**src/rtl/instruction_fetch_unit.sv**
```systemverilog
// Instruction fetch stage: drives the instruction-memory request and fills the IF/ID register.
// A one-entry skid buffer keeps a word that arrives while decode is frozen, so it is never re-fetched.
module instruction_fetch_unit #(
    parameter int unsigned           WORD_WIDTH = 32,
    parameter logic [WORD_WIDTH-1:0] RESET_PC   = '0
) (
    input  logic                  clk,
    input  logic                  rst,
    input  logic                  freeze,
    input  logic                  branch_taken,
    input  logic [WORD_WIDTH-1:0] branch_address,
    output logic                  imem_req,
    output logic [WORD_WIDTH-1:0] imem_addr,
    input  logic                  imem_ready,
    input  logic [WORD_WIDTH-1:0] imem_rdata,
    output logic [WORD_WIDTH-1:0] pc,
    output logic [WORD_WIDTH-1:0] instruction,
    output logic                  valid
);

    typedef enum logic [1:0] {
        ST_IDLE  = 2'd0,
        ST_FETCH = 2'd1,
        ST_STALL = 2'd2
    } state_t;

    localparam logic [WORD_WIDTH-1:0] PC_STEP = WORD_WIDTH'(32'd4);

    state_t                state_q, state_d;
    logic [WORD_WIDTH-1:0] pc_reg_q, pc_reg_d;
    logic [WORD_WIDTH-1:0] pc_q, pc_d;
    logic [WORD_WIDTH-1:0] instr_q, instr_d;
    logic                  valid_q, valid_d;
    logic [WORD_WIDTH-1:0] buf_pc_q, buf_pc_d;
    logic [WORD_WIDTH-1:0] buf_instr_q, buf_instr_d;
    logic [WORD_WIDTH-1:0] pc_next_s;
    logic                  redirect_s;

    // Redirects are only honoured once the unit has left IDLE.
    assign redirect_s = branch_taken && (state_q != ST_IDLE);
    assign pc_next_s  = pc_reg_q + PC_STEP;

    // Next-state and IF/ID register update; a redirect overrides freeze and any memory response.
    always_comb begin
        state_d     = state_q;
        pc_reg_d    = pc_reg_q;
        pc_d        = pc_q;
        instr_d     = instr_q;
        valid_d     = valid_q;
        buf_pc_d    = buf_pc_q;
        buf_instr_d = buf_instr_q;
        if (redirect_s) begin
            state_d     = ST_FETCH;
            pc_reg_d    = branch_address;
            pc_d        = '0;
            instr_d     = '0;
            valid_d     = 1'b0;
            buf_pc_d    = '0;
            buf_instr_d = '0;
        end else begin
            case (state_q)
                ST_IDLE: begin
                    state_d = ST_FETCH;
                end
                ST_FETCH: begin
                    if (freeze) begin
                        if (imem_ready) begin
                            buf_pc_d    = pc_next_s;
                            buf_instr_d = imem_rdata;
                            state_d     = ST_STALL;
                        end else begin
                            state_d = ST_FETCH;
                        end
                    end else if (imem_ready) begin
                        pc_d     = pc_next_s;
                        instr_d  = imem_rdata;
                        valid_d  = 1'b1;
                        pc_reg_d = pc_next_s;
                    end else begin
                        valid_d = 1'b0;
                    end
                end
                ST_STALL: begin
                    if (freeze) begin
                        state_d = ST_STALL;
                    end else begin
                        pc_d     = buf_pc_q;
                        instr_d  = buf_instr_q;
                        valid_d  = 1'b1;
                        pc_reg_d = pc_next_s;
                        state_d  = ST_FETCH;
                    end
                end
                default: begin
                    state_d = ST_IDLE;
                end
            endcase
        end
    end

    // State, fetch pointer, IF/ID register and skid buffer.
    always_ff @(posedge clk or negedge rst) begin
        if (!rst) begin
            state_q     <= ST_IDLE;
            pc_reg_q    <= RESET_PC;
            pc_q        <= '0;
            instr_q     <= '0;
            valid_q     <= 1'b0;
            buf_pc_q    <= '0;
            buf_instr_q <= '0;
        end else begin
            state_q     <= state_d;
            pc_reg_q    <= pc_reg_d;
            pc_q        <= pc_d;
            instr_q     <= instr_d;
            valid_q     <= valid_d;
            buf_pc_q    <= buf_pc_d;
            buf_instr_q <= buf_instr_d;
        end
    end

    assign imem_req    = (state_q == ST_FETCH);
    assign imem_addr   = pc_reg_q;
    assign pc          = pc_q;
    assign instruction = instr_q;
    assign valid       = valid_q;

endmodule

```
**config.mk**
```make
export PLATFORM = sky130hd
export DESIGN_NAME = instruction_fetch_unit
export DESIGN_NICKNAME = d
export VERILOG_FILES = /design/src/rtl/instruction_fetch_unit.sv
export SDC_FILE = /design/constraint.sdc
export NUM_CORES = 1
export LEC_CHECK = 0
export ABC_AREA = 1
export CAP_MARGIN = 20
export CORE_AREA = 2 2 172 174
export CTS_CLUSTER_SIZE = 20
export DETAILED_ROUTE_END_ITERATION = 7
export DIE_AREA = 0 0 174 176
export GPL_TIMING_DRIVEN = 0
export PLACE_DENSITY = 0.51
export SYNTH_ARGS = -nofsm -noshare
export SYNTH_HDL_FRONTEND = slang
export SYNTH_SLANG_ARGS = --single-unit
```
**constraint.sdc**
```tcl
create_clock -name clk -period 2.66 [get_ports clk]
set_input_delay 0.665 -clock clk [delete_from_list [all_inputs] [get_ports clk]]
set_output_delay 0.665 -clock clk [all_outputs]
set_load 0.03 [all_outputs]
```
==> results_dict.tcl <==
set metrics [dict create \
    die_w_um 174 \
    dp_hpwl_um 20600 \
    clk_path_buf_depth 2 \
    synth_flop_cell "dfrtp_1" \
    die_h_um 176 \
    syn_inst 1047 \
    rsz0062_at_grt "false" \
    grt_pass1_vias 7593 \
    grt_max_degree 91 \
    final_cells 1630 \
    first_pass_iters 6 \
    gp_congestion 0.871 \
    crit_required_ns 2.00 \
    antenna_found_initial 5 \
    wl_per_cell_um 17.2 \
    synth_nets 1117 \
    grt_first_pass_wirelength_um 44100 \
    async_reset_ff_frac 1.00 \
    fin_crit_sh 0.917 \
    ioPinCount 167 \
    cts.sinks 163 \
    die-area_um2 30600 \
    setup-violations-final 0 \
    ys_seq_area_frac 0.481 \
    dr_total_vias 7446 \
    port_buffers 166 \
    fp-row-count 62 \
    worst_pin_slew_ns 0.727 \
    fin_crit_ns 2.44 \
    cts_tree "built" \
    regArea_um2 4080 \
    ir_drop_uv 473 \
    ant_nets 0 \
    h-tree-depth 4 \
    syn_avg_cell_area_um2 8.10 \
    nFillCells 3040 \
    status "finished, final reports clean" \
    yosys-top-cells-area "dfrtp_1 48%, nand2_1 16%, nand3_1 4.5%" \
    power_leakage_nw 5.25 \
    startpoint_type "flip-flop" \
    core_um2 28500 \
    max_freq_mhz 410 \
    synth_top_area_share 0.481 \
    arrival_ns 1.78 \
    worstSetupEndpointType "output pin" \
    most-common-layout-cells "366 x nand2_1, 165 x clkdlybuf4s50_1, 163 x dfrtp_1" \
    area_growth_pct 32.3 \
    final_common_cell "nand2_1" \
    relSlewSlack 0.515 \
    fin_nets 1303 \
    cts_hold_buf 0 \
    synth.largest_area_cell "dfrtp_1" \
    cts.repair.resized 0 \
    hold_path_class "primary input to async pin" \
    drt_iter0_markers 535 \
    grt_use_total 0.188 \
    pre_cts_ws_ns 0.154 \
    antennaDiodeCount 0 \
    ys_ff_latch 163 \
    syn-cell-area_um2 8490 \
    clockRootBuffer "clkbuf_16" \
    overflow 0 \
    hold_viol_final 0 \
    ys_warn_count 0 \
    synth_edf_count 0 \
    path_clk_slew_ns 0.07 \
    drive_gt1_frac 0.125 \
    crit_type "flip-flop to output pin" \
    numCtsBuffers 17 \
    place_inst 1598 \
    drt_wl_total_um 28100 \
    max-cap-violations 0 \
    clock_latency_ns 0.43 \
    fin_skew_ns 0.0193 \
    start_util 0.297 \
    drv_slew 0 \
    vias_per_cell 4.57 \
    p_per_area_nw_per_um2 1270 \
    postCtsSetupRepairBufs 0 \
    setup_ws_ns 0.220 \
    multi_input_area_um2 3700 \
    drc 0 \
    yosysUniqueCellTypes 33 \
    cp_max_fo 5 \
    total_power_w 0.0143 \
]
==> final timing paths <==
path	from	to	slack, ns	cells past startpoint
max in group asynchronous	rst	pc[28]$_DFFE_PN0P_	1.53	2
worst min-delay path	rst	pc[16]$_DFFE_PN0P_	0.25	1
min in group clk	buf_pc_q[14]$_DFFE_PN0P_	buf_pc_q[14]$_DFFE_PN0P_	0.48	2
worst max register to register	state_q[1]$_DFFE_PN0P_	pc[4]$_DFFE_PN0P_	0.75	5
worst min register to register	buf_pc_q[14]$_DFFE_PN0P_	buf_pc_q[14]$_DFFE_PN0P_	0.48	2
worst max-delay path	state_q[1]$_DFFE_PN0P_	imem_req	0.22	2
==> kinds of logic after synthesis <==
family	Yosys count	synth area share
flops	163	0.481
simple gates	545	0.275
fa+ha+maj	1	0.00147
buf+inv	148	0.0836
xor+xnor	21	0.0217
compound gates	169	0.138
==> power by group <==
part / switching [W] / internal, W
combinational: 0.00471 / 0.00274
clock: 0.00118 / 0.00125
sequential: 0.000814 / 0.00357
total: 0.00670 / 0.00755
==> layout make-up <==
cell class                      instances  area share
Clock inverter                         14      0.0121
Inverter                               91      0.0304
Timing Repair Buffer                  167       0.151
Sequential cell                       163       0.363
Buffer                                 57      0.0328
Clock buffer                           18      0.0382
Tap cell                              384      0.0428
Multi-Input combinational cell        736       0.329
==> flip-flops by register name, indices dropped and copies added, names as in the netlist <==
register / flops
instruction: 32
valid: 1
buf_instr_q: 32
state_q: 2
buf_pc_q: 32
pc: 32
imem_addr: 32
==> critical path, cell delays in order (launching register included) <==
cell and delay, ns:
dfrtp_1 0.45, nor2_4 0.18, clkdlybuf4s50_1 0.70
==> cell usage after synthesis (all sizes together), types with 14 or more instances <==
cell type  count
xor2          21
a21boi        17
nand2        373
or2           23
inv           91
dfrtp        163
a21oi         31
o21ai         77
nor2          62
clkbuf        14
buf           43
nand3         78
o211ai        40
==> through the flow <==
stage,hold slack [ns],TNS (ns),util,cell area (um2)
2_1_floorplan,0.369,0,-,8490
3_3_place_gp,0.459,-1049.49,0.372,10600
3_5_place_dp,0.464,0,0.373,10700
4_1_cts,0.284,0,0.393,11200
5_1_grt,0.304,0,0.393,11200
6_report,0.255,0,0.393,11200
==> metal layers <==
metal / vias up / GRT usage / share of wire
li1: 3721 / - / -
met1: 3494 / 0.251 / 0.46
met2: 191 / 0.294 / 0.45
met3: 30 / 0.0612 / 0.071
met4: 10 / 0.0452 / 0.012
met5: - / 0 / 0.0023
Note: power is estimated with default switching activity, not from simulation.
